--- src/rtl/mvu_pkg.sv ---
// Shared helpers for the MVU PE reduction tree: level counts, lane counts per
// level and register-bank placement.
package mvu_pkg;

    function automatic int unsigned clog2(input int unsigned n);
        int unsigned r = 0;
        while ((32'd1 << r) < n) r++;
        return r;
    endfunction

    function automatic int unsigned num_levels(input int unsigned simd);
        return clog2(simd);
    endfunction

    // Operands remaining after k levels of pairwise reduction.
    function automatic int unsigned lanes_at_level(input int unsigned simd, input int unsigned k);
        int unsigned n = simd;
        for (int unsigned i = 0; i < k; i++) n = (n + 1) / 2;
        return n;
    endfunction

    // The last level is always registered, exactly once.
    function automatic bit is_reg_level(input int unsigned k, input int unsigned lvl,
                                        input int unsigned pipe_every);
        return (k >= lvl) || ((k % pipe_every) == 0);
    endfunction

endpackage

--- src/rtl/mvu_pe_add_level.sv ---
// One adder-tree level: extend by one bit, pairwise add, pass an odd trailing
// operand through, and optionally register data/valid/last.
module mvu_pe_add_level
    import mvu_pkg::*;
#(
    parameter int unsigned N_IN   = 2,
    parameter int unsigned W_IN   = 16,
    parameter int unsigned SIGNED = 1,
    parameter int unsigned REG    = 1,
    localparam int unsigned N_OUT = (N_IN + 1) / 2,
    localparam int unsigned W_OUT = (N_IN > 1) ? W_IN + 1 : W_IN
) (
    input  logic                          aclk,
    input  logic                          rst,
    input  logic                          en,
    input  logic                          in_valid,
    input  logic                          in_last,
    input  logic [0:N_IN-1][W_IN-1:0]     in_data,
    output logic                          out_valid,
    output logic                          out_last,
    output logic [0:N_OUT-1][W_OUT-1:0]   out_data
);

    logic [0:N_OUT-1][W_OUT-1:0] sum;

    function automatic logic [W_OUT-1:0] ext(input logic [W_IN-1:0] v);
        if (SIGNED != 0) return W_OUT'(signed'(v));
        return W_OUT'(v);
    endfunction

    for (genvar i = 0; i < N_OUT; i++) begin : g_pair
        if (2 * i + 1 < N_IN) begin : g_add
            assign sum[i] = ext(in_data[2*i]) + ext(in_data[2*i+1]);
        end else begin : g_odd
            assign sum[i] = ext(in_data[2*i]);
        end
    end

    if (REG != 0) begin : g_reg
        logic [0:N_OUT-1][W_OUT-1:0] data_d, data_q;
        logic                        valid_d, valid_q;
        logic                        last_d, last_q;

        // Data loads regardless of valid; only valid qualifies it downstream.
        always_comb begin
            data_d  = data_q;
            valid_d = valid_q;
            last_d  = last_q;
            if (en) begin
                data_d  = sum;
                valid_d = in_valid;
                last_d  = in_last;
            end
        end

        always_ff @(posedge aclk) begin
            if (rst) begin
                data_q  <= '0;
                valid_q <= 1'b0;
                last_q  <= 1'b0;
            end else begin
                data_q  <= data_d;
                valid_q <= valid_d;
                last_q  <= last_d;
            end
        end

        assign out_data  = data_q;
        assign out_valid = valid_q;
        assign out_last  = last_q;
    end else begin : g_comb
        logic unused_ctrl;
        assign unused_ctrl = ^{aclk, rst, en};
        assign out_data    = sum;
        assign out_valid   = in_valid;
        assign out_last    = in_last;
    end

endmodule

--- src/rtl/mvu_pe_adder_tree_pipe.sv ---
// Pipelined lossless adder tree reducing SIMD lane products to one sum per
// enabled cycle, with valid/last sideband and a global stall enable.
module mvu_pe_adder_tree_pipe
    import mvu_pkg::*;
#(
    parameter int unsigned SIMD       = 2,
    parameter int unsigned TDstI      = 16,
    parameter int unsigned SIGNED     = 1,
    parameter int unsigned PIPE_EVERY = 1,
    localparam int unsigned OUT_W     = TDstI + num_levels(SIMD)
) (
    input  logic                         aclk,
    input  logic                         rst,
    input  logic                         en,
    input  logic                         in_valid,
    input  logic                         in_last,
    input  logic [0:SIMD-1][TDstI-1:0]   in_simd,
    output logic                         out_valid,
    output logic                         out_last,
    output logic [OUT_W-1:0]             out_add
);

    localparam int unsigned LVL   = num_levels(SIMD);
    // SIMD=1 still needs one (width-preserving) registered stage.
    localparam int unsigned NINST = (LVL == 0) ? 1 : LVL;

    for (genvar k = 1; k <= NINST; k++) begin : g_lvl
        localparam int unsigned N_IN  = lanes_at_level(SIMD, k - 1);
        localparam int unsigned W_IN  = TDstI + k - 1;
        localparam int unsigned N_OUT = (N_IN + 1) / 2;
        localparam int unsigned W_OUT = (N_IN > 1) ? W_IN + 1 : W_IN;
        localparam int unsigned REG   = is_reg_level(k, LVL, PIPE_EVERY) ? 1 : 0;

        logic [0:N_IN-1][W_IN-1:0]   din;
        logic                        vin, lin;
        logic [0:N_OUT-1][W_OUT-1:0] dout;
        logic                        vout, lout;

        if (k == 1) begin : g_src
            assign din = in_simd;
            assign vin = in_valid;
            assign lin = in_last;
        end else begin : g_chain
            assign din = g_lvl[k-1].dout;
            assign vin = g_lvl[k-1].vout;
            assign lin = g_lvl[k-1].lout;
        end

        mvu_pe_add_level #(
            .N_IN   (N_IN),
            .W_IN   (W_IN),
            .SIGNED (SIGNED),
            .REG    (REG)
        ) u_level (
            .aclk      (aclk),
            .rst       (rst),
            .en        (en),
            .in_valid  (vin),
            .in_last   (lin),
            .in_data   (din),
            .out_valid (vout),
            .out_last  (lout),
            .out_data  (dout)
        );
    end

    assign out_add   = g_lvl[NINST].dout[0];
    assign out_valid = g_lvl[NINST].vout;
    assign out_last  = g_lvl[NINST].lout;

endmodule

--- config.mk ---
export PLATFORM = sky130hd
export DESIGN_NAME = mvu_pe_adder_tree_pipe
export DESIGN_NICKNAME = d
export VERILOG_FILES = /design/src/rtl/mvu_pkg.sv /design/src/rtl/mvu_pe_add_level.sv /design/src/rtl/mvu_pe_adder_tree_pipe.sv
export SDC_FILE = /design/constraint.sdc
export NUM_CORES = 1
export LEC_CHECK = 0
export ABC_AREA = 1
export BUFFER_PORTS_ARGS = -buffer_cell sky130_fd_sc_hd__buf_2
export CORE_MARGIN = 5
export CORE_UTILIZATION = 55
export CTS_CLUSTER_DIAMETER = 150
export DETAILED_ROUTE_END_ITERATION = 12
export GPL_ROUTABILITY_DRIVEN = 0
export PLACE_DENSITY = 0.83
export SYNTH_ARGS = -nofsm -noshare
export SYNTH_HDL_FRONTEND = slang
export SYNTH_HIERARCHICAL = 1
export SYNTH_SLANG_ARGS = --single-unit
--- constraint.sdc ---
create_clock -name aclk -period 3.9 [get_ports aclk]
set_input_delay 0.39 -clock aclk [delete_from_list [all_inputs] [get_ports aclk]]
set_output_delay 0.39 -clock aclk [all_outputs]
set_load 0.05 [all_outputs]
# Word-level counts from Yosys, hierarchy flattened
# Cells that the tools add are included.
[op_classes] n_shift=0 n_mul=0 muxes=0 reduce_logical=0 n_bitwise=0 n_eq_ne=0 magnitude_cmp=0 n_addsub=1 n_div=0
[ops] cell="16-bit by 16-bit adder with 17-bit output" n=1
[totals] mem_bits_ro=0 word_cells=4 latchBits=0 ram_bits=0 reg_bits=19 input_bits=37 n_memories=0

# Logic depth before layout (Yosys ltp)
[logic_depth] depth_word=1 depth_mapped=12 ltp_nobuf=12

# Least setup slack after synthesis
# No wires, ideal clock.
[synth_timing] kind="input to register" start="input in_simd[0] (netlist bit)" end="register g_lvl[1].u_level.g_reg.data_q (netlist bit g_lvl[1].u_level/out_data[16])" setup_slack_ns=2.189 path_buffers=0 arrival_ns=1.602 setup_ns=0.109 stages=12 required_time_ns=3.791 path_cell_list="ha_1 > fa_1 > nand2_1 > nand2_1 > nand3_1 > nand2_2 > nand2_1 > nand2_1 > nand2_1 > nand3_1 > nand2_1 > inv_1"
[synth_via] elab_chain_len=1
[synth_rtl] element="from (decl)" line_no="mvu_pe_adder_tree_pipe.sv:17" rtl="input logic [0:SIMD-1][TDstI-1:0] in_simd,"
[synth_rtl] element="16-bit by 16-bit adder with 17-bit output" line_no="mvu_pe_add_level.sv:33" rtl="assign sum[i] = ext(in_data[2*i]) + ext(in_data[2*i+1]);"
[synth_rtl] element="to (signal assigned)" line_no="mvu_pe_add_level.sv:62" rtl="data_q <= data_d;"
[synth_rtl] element="to (decl)" line_no="mvu_pe_add_level.sv:40" rtl="logic [0:N_OUT-1][W_OUT-1:0] data_d, data_q;"
# No other way between the ends.
# A chain may end at the register's enable or synchronous reset.

# Final worst setup path
[layout_timing] start="input in_simd[0] (netlist bit)" end="register g_lvl[1].u_level.g_reg.data_q (netlist bit g_lvl[1].u_level/out_data[10])"
# The elaborated chain is that of the path after synthesis.

==> qor.yml <==
clkLatencyLatePin_ns: 0.29
grt_pass1_wl_mm: 6.306
finalHoldViolCount: 0
wl_met3_um: 194
cap_viol_max_count: 0
r2r_slack_ns: 3.19
skew_ns: 0
hp-class: "in -> reg"
path_clk_slew_ns: 0.10
fmax_ghz: 0.6120
path_max_fanout: 3
area_growth_pct: 18.69
start_kind: "input port"
synth_seq_cells: 19
whs_ns: 0.3357
die_area_um2: 4303
dr.pass1.iters: 6
vdd_drop_max_v: 0.0002751
nNetsFinal: 413
htreeDepth: 1
grt_pass1_vias: 1619
seq_area_frac_synth_pct: 22.37
ctsLongestPathBuffers: 2
synth_fp_nets: 358
tightest_slew_ns: 0.5594
worstSetupStartpoint: "in_simd[0]"
arrival_ns: 1.84
grt_usage_pct: 18.08
cp_cell_sequence: "buf_2 -> ha_1 -> fa_1 -> nand2_1 -> nand2_1 -> nand3b_1 -> nand2_1 -> nand2_1 -> nand2_1 -> nand2_1 -> nand3_1 -> nand2_1 -> inv_1"
rsz0062_at_grt: "false"
synth_cell_types: 18
p_total_uw: 588.8
yosysMostFrequentCell: "nand2_1"
die_x_um: 65.60
post_cts_resized: 0
rr_startpoint: "g_lvl[1].u_level/out_data[3]"
grt-ovfl-total: 0
fp-row-count: 20
hpwl_mm: 3.119
drc: 0
synth_area_um2: 1700
cts_root_buffer: "clkbuf_4"
postCtsSetupBuffers: 0
detail_route.wl_per_cell_um: 9.565
ys.warnings.count: 6
synth_top_area_share_pct: 24.06
yosys-top-cells-count: "109 x nand2_1, 63 x inv_1, 38 x nor2_1, 26 x nand3_1, 19 x dfxtp_1"
async_flop_share_pct: 0
dr_wl_met2_mm: 1.822
vias_per_cell: 4.752
endpoint_kind: "register"
fillCellCount: 304
synth_enable_flop_cells: 0
power_density_nw_per_um2: 291.8
io_buffer_count: 55
antenna_found_initial: 0
clock_sinks: 19
cp_slowest_stage_delay_ns: 0.40
initial_core_util_pct: 56.63
drt_iter0_drc: 106
die_y_um: 65.60
p_leak_nw: 1.349
final_area_um2: 2018
cts_buffers: 3
drive_above_1_share_pct: 16.76
fin_crit_sh_pct: 41.90
finalSetupViolCount: 0
worstPathRequired_ns: 4.10
drt-total-wl_mm: 3.740
setup_tns_ns: 0
vias: 1858
pin_count: 56
status: "completed"
ctsHoldBuffers: 0
cts_tree: "yes"
place_inst: 387
min_from: "in_last"
drt-met1-wl_mm: 1.663
relSlewSlack_pct: 62.70
final_cell_count_no_fill: 391
synthCells: 304
core_um2: 3003
path_class: "in -> reg"
avgSynthCellArea_um2: 5.593
drv_slew: 0
slowest_stage: "fa_1"
finalCriticalPeriod_ns: 1.634
synth_top_flop_cell: "dfxtp_1"
synth_top_area_cell: "nand2_1"
routed.top_layer: "met4"
diodes: 0
ant_nets: 0
cp_common_cell: "nand2_1"
ys_top_cells_by_area: "nand2_1 24%, dfxtp_1 22%, inv_1 14%, ha_1 12%, nor2_1 8.4%"
grt_start_max_net_pins: 33
place_area_um2: 1991
cell usage in the layout, fill, tap and decap left out, drive strengths merged:
cell type	instances
nand2	110
inv	63
buf	55
nor2	38
nand3	26
dfxtp	19
ha	16
a21oi	12
nor3	4
clkbuf	3
o21ai	3
or2	2
nand3b	2
xnor2	2
clkinv	1
xor2	1
fa	1
cell families after synthesis:
group,Yosys count,share of synthesized area (%)
compound gates,15,4.415
xor+xnor,3,1.546
fa+ha+maj,17,12.95
buf+inv,68,15.45
flops,19,22.37
simple gates,182,43.27
registers in the layout, summed over array words and instances, names as in the netlist:
signal                   count
g_lvl.u_level/out_last       1
g_lvl.u_level/out_valid      1
g_lvl.u_level/out_data      17
worst paths after layout:
kind	endpoint	cells after the start
max	g_lvl[1].u_level/out_data[10]	13
min	g_lvl[1].u_level/out_last	3
max reg2reg	g_lvl[1].u_level/out_data[3]	4
min reg2reg	g_lvl[1].u_level/out_last	2
critical path, delay by kind of cell:
family	cells	cell delay, ns
AND/OR/NAND/NOR	9	0.69
adder cells (fa/ha/maj)	2	0.61
buffers and inverters	2	0.14
through the flow:
stage,utilization (%),setup slack (ns)
floorplan,-,2.189
global placement,66.29,1.987
detailed placement,66.29,1.948
CTS,67.21,2.270
global route,67.21,2.094
finish,67.21,2.266
power breakdown:
part	internal, mW	total (mW)	switching, mW	leakage (nW)
Sequential	0.211	0.219	0.00786	0.158
Combinational	0.0896	0.274	0.185	1.17
Clock	0.0382	0.0953	0.0572	0.0177
Total	0.339	0.589	0.250	1.35
cell type report:
type	instances	area (um2)	area share, %
Tap cell	33	41.29	2.046
Sequential cell	19	380.4	18.85
Clock inverter	1	5.005	0.2480
Clock buffer	3	22.52	1.116
Timing Repair Buffer	55	275.3	13.64
Multi-Input combinational cell	217	1057	52.39
Inverter	63	236.5	11.72
layer usage:
layer | track usage, % | up-vias
li1 | - | 1025
met1 | 20.96 | 784
met2 | 34.01 | 43
met3 | 3.761 | 6
met4 | 3.368 | 0
met5 | 0 | -
Note: power is estimated with default switching activity, not from simulation.
